==> config.mk <==
export PLATFORM = sky130hd
export DESIGN_NAME = pipeline_ctrl
export DESIGN_NICKNAME = d
export VERILOG_FILES = /design/src/rtl/pipeline_ctrl_pkg.sv /design/src/rtl/pipeline_ctrl_hazard_detect_unit.sv /design/src/rtl/pipeline_ctrl.sv
export SDC_FILE = /design/constraint.sdc
export NUM_CORES = 1
export LEC_CHECK = 0
export ABC_AREA = 1
export CORE_UTILIZATION = 45
export DETAILED_ROUTE_END_ITERATION = 12
export PLACE_DENSITY_LB_ADDON = 0.05
export SLEW_MARGIN = 25
export SYNTH_ARGS = -nofsm -noshare
export SYNTH_HDL_FRONTEND = slang
export SYNTH_SLANG_ARGS = --single-unit
==> constraint.sdc <==
create_clock -name clk -period 2.27 [get_ports clk]
set_input_delay 0.454 -clock clk [delete_from_list [all_inputs] [get_ports clk]]
set_output_delay 0.454 -clock clk [all_outputs]
set_load 0.02 [all_outputs]
==> src/rtl/pipeline_ctrl_pkg.sv <==
// Shared constants and types for the pipeline stall/flush controller.
package pipeline_ctrl_pkg;

  localparam int REGISTER_FILE_ADDRESS_LEN = 4;
  localparam int WAIT_W                    = 16;

  typedef enum logic {
    PCTRL_RUN      = 1'b0,
    PCTRL_MEM_WAIT = 1'b1
  } pctrl_state_e;

  typedef struct packed {
    logic hazard;
    logic freeze_if;
    logic freeze_id;
    logic flush_if;
    logic flush_id;
    logic freeze_back;
  } pctrl_ctrl_t;

endpackage

==> src/rtl/pipeline_ctrl_hazard_detect_unit.sv <==
// Combinational RAW detector between the ID sources and the EX/MEM destinations.
module hazard_detect_unit
  import pipeline_ctrl_pkg::*;
#(
  parameter int ADDR_W = REGISTER_FILE_ADDRESS_LEN
) (
  input  logic              forward_en,
  input  logic [ADDR_W-1:0] id_src_1,
  input  logic [ADDR_W-1:0] id_src_2,
  input  logic              id_two_src,
  input  logic [ADDR_W-1:0] ex_dest,
  input  logic              ex_wb_en,
  input  logic              ex_mem_r_en,
  input  logic [ADDR_W-1:0] mem_dest,
  input  logic              mem_wb_en,
  output logic              raw
);

  logic ex_hit, mem_hit;

  assign ex_hit  = ex_wb_en  & ((ex_dest  == id_src_1) | (id_two_src & (ex_dest  == id_src_2)));
  assign mem_hit = mem_wb_en & ((mem_dest == id_src_1) | (id_two_src & (mem_dest == id_src_2)));

  // With forwarding only a load in EX cannot be bypassed in time.
  assign raw = forward_en ? (ex_hit & ex_mem_r_en) : (ex_hit | mem_hit);

endmodule

==> src/rtl/pipeline_ctrl.sv <==
// Stall/flush controller: memory freeze > branch flush > data hazard, plus perf counters.
module pipeline_ctrl
  import pipeline_ctrl_pkg::*;
#(
  parameter int ADDR_W      = REGISTER_FILE_ADDRESS_LEN,
  parameter int PERF_W      = 16,
  parameter int MEM_TIMEOUT = 255
) (
  input  logic              clk,
  input  logic              rst,
  input  logic              forward_en,
  input  logic [ADDR_W-1:0] id_src_1,
  input  logic [ADDR_W-1:0] id_src_2,
  input  logic              id_two_src,
  input  logic [ADDR_W-1:0] ex_dest,
  input  logic              ex_wb_en,
  input  logic              ex_mem_r_en,
  input  logic [ADDR_W-1:0] mem_dest,
  input  logic              mem_wb_en,
  input  logic              branch_taken,
  input  logic              mem_stage_req,
  input  logic              mem_ready,
  output logic              hazard,
  output logic              freeze_if,
  output logic              freeze_id,
  output logic              flush_if,
  output logic              flush_id,
  output logic              freeze_back,
  output logic [PERF_W-1:0] stall_cnt,
  output logic [PERF_W-1:0] flush_cnt,
  output logic [PERF_W-1:0] memwait_cnt,
  output logic              mem_timeout
);

  localparam logic [PERF_W-1:0] P_ONE = PERF_W'(1);
  localparam logic [WAIT_W-1:0] W_ONE = WAIT_W'(1);
  localparam logic [WAIT_W-1:0] TMO   = WAIT_W'(MEM_TIMEOUT);

  pctrl_state_e      state_q, state_d;
  pctrl_ctrl_t       ctrl;
  logic              raw, mem_hold;
  logic [PERF_W-1:0] stall_q, stall_d, flush_q, flush_d, mwait_q, mwait_d;
  logic [WAIT_W-1:0] wait_q, wait_d, wait_inc;
  logic              tmo_q, tmo_d;

  hazard_detect_unit #(.ADDR_W(ADDR_W)) u_hdu (
    .forward_en  (forward_en),
    .id_src_1    (id_src_1),
    .id_src_2    (id_src_2),
    .id_two_src  (id_two_src),
    .ex_dest     (ex_dest),
    .ex_wb_en    (ex_wb_en),
    .ex_mem_r_en (ex_mem_r_en),
    .mem_dest    (mem_dest),
    .mem_wb_en   (mem_wb_en),
    .raw         (raw)
  );

  assign mem_hold = ((state_q == PCTRL_RUN) & mem_stage_req & ~mem_ready) |
                    ((state_q == PCTRL_MEM_WAIT) & ~mem_ready);

  always_ff @(posedge clk or negedge rst) begin
    if (!rst) state_q <= PCTRL_RUN;
    else      state_q <= state_d;
  end

  always_comb begin
    state_d = state_q;
    if (mem_hold) state_d = PCTRL_MEM_WAIT;
    else          state_d = PCTRL_RUN;
  end

  // Controls are forced low while reset is held so no register moves.
  always_comb begin
    ctrl = '0;
    if (rst) begin
      if (mem_hold) begin
        ctrl.freeze_if   = 1'b1;
        ctrl.freeze_id   = 1'b1;
        ctrl.freeze_back = 1'b1;
      end else if (branch_taken) begin
        ctrl.flush_if = 1'b1;
        ctrl.flush_id = 1'b1;
      end else if (raw) begin
        ctrl.hazard    = 1'b1;
        ctrl.freeze_if = 1'b1;
      end
    end
  end

  assign hazard      = ctrl.hazard;
  assign freeze_if   = ctrl.freeze_if;
  assign freeze_id   = ctrl.freeze_id;
  assign flush_if    = ctrl.flush_if;
  assign flush_id    = ctrl.flush_id;
  assign freeze_back = ctrl.freeze_back;

  always_comb begin
    stall_d = stall_q;
    flush_d = flush_q;
    mwait_d = mwait_q;
    if (ctrl.hazard      && !(&stall_q)) stall_d = stall_q + P_ONE;
    if (ctrl.flush_id    && !(&flush_q)) flush_d = flush_q + P_ONE;
    if (ctrl.freeze_back && !(&mwait_q)) mwait_d = mwait_q + P_ONE;
  end

  // Wait counter is zero on the first MEM_WAIT cycle and counts MEM_WAIT cycles.
  assign wait_inc = (&wait_q) ? wait_q : wait_q + W_ONE;

  always_comb begin
    wait_d = '0;
    tmo_d  = tmo_q;
    if (state_q == PCTRL_MEM_WAIT) begin
      wait_d = wait_inc;
      if (wait_inc >= TMO) tmo_d = 1'b1;
    end
  end

  always_ff @(posedge clk or negedge rst) begin
    if (!rst) begin
      stall_q <= '0;
      flush_q <= '0;
      mwait_q <= '0;
      wait_q  <= '0;
      tmo_q   <= 1'b0;
    end else begin
      stall_q <= stall_d;
      flush_q <= flush_d;
      mwait_q <= mwait_d;
      wait_q  <= wait_d;
      tmo_q   <= tmo_d;
    end
  end

  assign stall_cnt   = stall_q;
  assign flush_cnt   = flush_q;
  assign memwait_cnt = mwait_q;
  assign mem_timeout = tmo_q;

endmodule

==> results.sh <==
export IMPL_p_per_area_mw_per_mm2=613.5
export IMPL_rows=34
export IMPL_synth_ff_type="dfrtp_1"
export IMPL_grt_antenna_before_repair=0
export IMPL_drt_iter0_drc=138
export IMPL_netlist_area_leader_share_pct=39.96
export IMPL_cp_required_ns=1.82
export IMPL_start_util_pct=46.93
export IMPL_die_x_um=97.83
export IMPL_cts_buffers=9
export IMPL_dp_slack_ns=-0.4854
export IMPL_grt_pass1_wl_um=16310
export IMPL_syn_area_per_cell_um2=7.569
export IMPL_endpoint_kind="output pin"
export IMPL_p_leak_nw=2.566
export IMPL_synth_edf_count=0
export IMPL_track_usage_pct=21.00
export IMPL_crit_type="primary input to output pin"
export IMPL_dr_pass1_iters=8
export IMPL_final_nets=672
export IMPL_antenna_cells=0
export IMPL_final_layout_size_suffix_gt1_share_pct=11.28
export IMPL_dieArea_mm2=0.009571
export IMPL_synth_yosys_seq_area_share_pct=39.96
export IMPL_remaining_drc_errors=5
export IMPL_drt_wirelength_per_cell_um=12.73
export IMPL_layout_setup_ws_ns=0.1395
export IMPL_gp_congestion=0.8695
export IMPL_grt_max_degree=35
export IMPL_setup_viol=0
export IMPL_drtAntennaViolNets=0
export IMPL_max_slew_margin_pct=68.36
export IMPL_syn_area_mm2=0.004133
export IMPL_critPathMaxFanout=4
export IMPL_route_vias_total=3752
export IMPL_hold_path_class="primary input to async pin"
export IMPL_synth_async_reset_ratio_pct=100.0
export IMPL_clockBufferDepth=2
export IMPL_status="finished, violations left"
export IMPL_wirelength_um=9613
export IMPL_vias_per_cell=4.970
export IMPL_synth_commonest_cells="nand2_1 (154), dfrtp_1 (66), inv_1 (61)"
export IMPL_finClkSkew_ns=0.01002
export IMPL_cts_root_buf="clkbuf_8"
export IMPL_cts_hold_fix_buffers=0
export IMPL_post_dp_cell_area_mm2=0.005085
export IMPL_finalMaxSlewViolations=0
export IMPL_violations="DRC"
export IMPL_worst_ep_arrival_time_ns=1.68
export IMPL_fp_dieH_um=97.83
export IMPL_cts_sinks=66
export IMPL_synth_warnings=0
export IMPL_cts_clk_slew_worst_paths_ns=0.08
export IMPL_gr_total_overflow=0
export IMPL_finalHoldViolCount=0
export IMPL_synth_seq_cells=66
export IMPL_ys_top_cells_by_area="dfrtp_1 (40%), nand2_1 (14%), xor2_1 (8.1%), inv_1 (5.5%), nor2_1 (4.9%)"
export IMPL_rsz0062_at_grt="false"
export IMPL_cts_tree="yes"
export IMPL_synth_distinct_cells=34
export IMPL_io_pins=81
export IMPL_netlist_instances=546
export IMPL_h_tree_depth=3
export IMPL_core_mm2=0.008806
export IMPL_n_fill_cell=784
export IMPL_portBuffers=80
export IMPL_drv_cap=0
export IMPL_final_util_pct=60.66
export IMPL_areaGrowthSynthToFinish_pct=29.25
export IMPL_ir_drop_mv=0.5207
export IMPL_multiInputGateArea_mm2=0.002163
export IMPL_synth_largest_area_cell="dfrtp_1"
export IMPL_synth_nets=576
export IMPL_dp_hpwl_um=7268
export IMPL_regArea_mm2=0.001652
export IMPL_max_freq_mhz=469.4
export IMPL_critPathLaunchType="primary input"
export IMPL_worst_pin_slew_ns=0.4741
export IMPL_yosysMostFrequentCell="nand2_1"
export IMPL_first_global_vias=3603
export IMPL_min_period_ns=2.131
export IMPL_fin_area_mm2=0.005341
export IMPL_min_period_over_period_pct=93.86
export IMPL_clk_latency_ns=0.34
-- state kept, by name, indices dropped and copies added (netlist names) --
signal / flops
memwait_cnt: 16
state_q: 1
mem_timeout: 1
wait_q: 16
flush_cnt: 16
stall_cnt: 16
-- metal layers --
metal | GRT usage, % | wire length, um
met5 | 0 | 0
met4 | 7.459 | 129
met1 | 26.92 | 4418
met2 | 35.75 | 4693
met3 | 3.508 | 372
-- final cells by class --
type                       instances  area share, %
sequential                        66          30.92
clock inverter                     4         0.9604
clock buffer                      12          2.717
multi-input combinational        403          40.50
tap                              108          2.530
inverter                          68          4.825
timing repair buffer              94          17.55
-- critical path, cell delays in order --
cell             delay (ns)
clkdlybuf4s50_1        0.45
nor2_1                 0.06
nor2_4                 0.13
inv_2                  0.06
nor2_4                 0.08
buf_4                  0.12
dlygate4sd2_1          0.32
-- metrics by stage --
step	setup TNS (ns)	hold slack (ns)	power, W	instances
floorplan	0	0.1584	0.001888	546
global placement	-1.579	0.4502	0.002280	738
detailed placement	-1.569	0.4538	0.002301	738
CTS	0	0.3226	0.003319	754
global route	0	0.3556	0.003469	755
finish	0	0.3158	0.003277	755
-- power by group --
part	total (W)	leakage, nW	internal [W]	switching [W]
registers	0.00144	0.869	0.00130	0.000150
logic	0.000826	1.60	0.000377	0.000449
clock network	0.00101	0.0966	0.000539	0.000467
-- worst paths after layout --
kind,startpoint,endpoint,slack [ns],cells after the start
max,mem_stage_req,freeze_back,0.14,7
min,rst,flush_cnt[11]$_DFFE_PN0P_,0.32,3
max reg2reg,wait_q[0]$_DFF_PN0_,mem_timeout$_DFFE_PN0P_,0.38,12
min reg2reg,mem_timeout$_DFFE_PN0P_,mem_timeout$_DFFE_PN0P_,0.47,2
max in group asynchronous,rst,stall_cnt[6]$_DFFE_PN0P_,1.62,3
min in group clk,mem_timeout$_DFFE_PN0P_,mem_timeout$_DFFE_PN0P_,0.47,2
-- kinds of logic (layout without fill, tap and decap cells) --
group	Yosys count	in the layout	synth area share, %
fa+ha+maj	4	4	1.211
buf+inv	77	178	8.083
simple gates	310	310	34.79
compound gates	35	35	4.511
xor+xnor	54	54	11.44
flops	66	66	39.96
-- layout by cell type (no fill, tap or decap), types with 16 or more instances in the layout --
| master | n |
|---|---|
| nand2_1 | 153 |
| clkdlybuf4s50_1 | 56 |
| dlymetal6s2s_1 | 16 |
| nor3_1 | 17 |
| dfrtp_1 | 66 |
| nand3_1 | 38 |
| nor2_1 | 54 |
| xor2_1 | 38 |
| xnor2_1 | 16 |
| inv_1 | 58 |
-- repair_timing --
item / CTS / global route
setup buffers: 0 / 1
hold endpoints to repair: 0 / 0
gates cloned: 0 / 0
resized for setup: 17 / 24
setup endpoints to repair: 6 / 2
pin swaps: 1 / 7
Note: power is estimated with default switching activity, not from simulation.
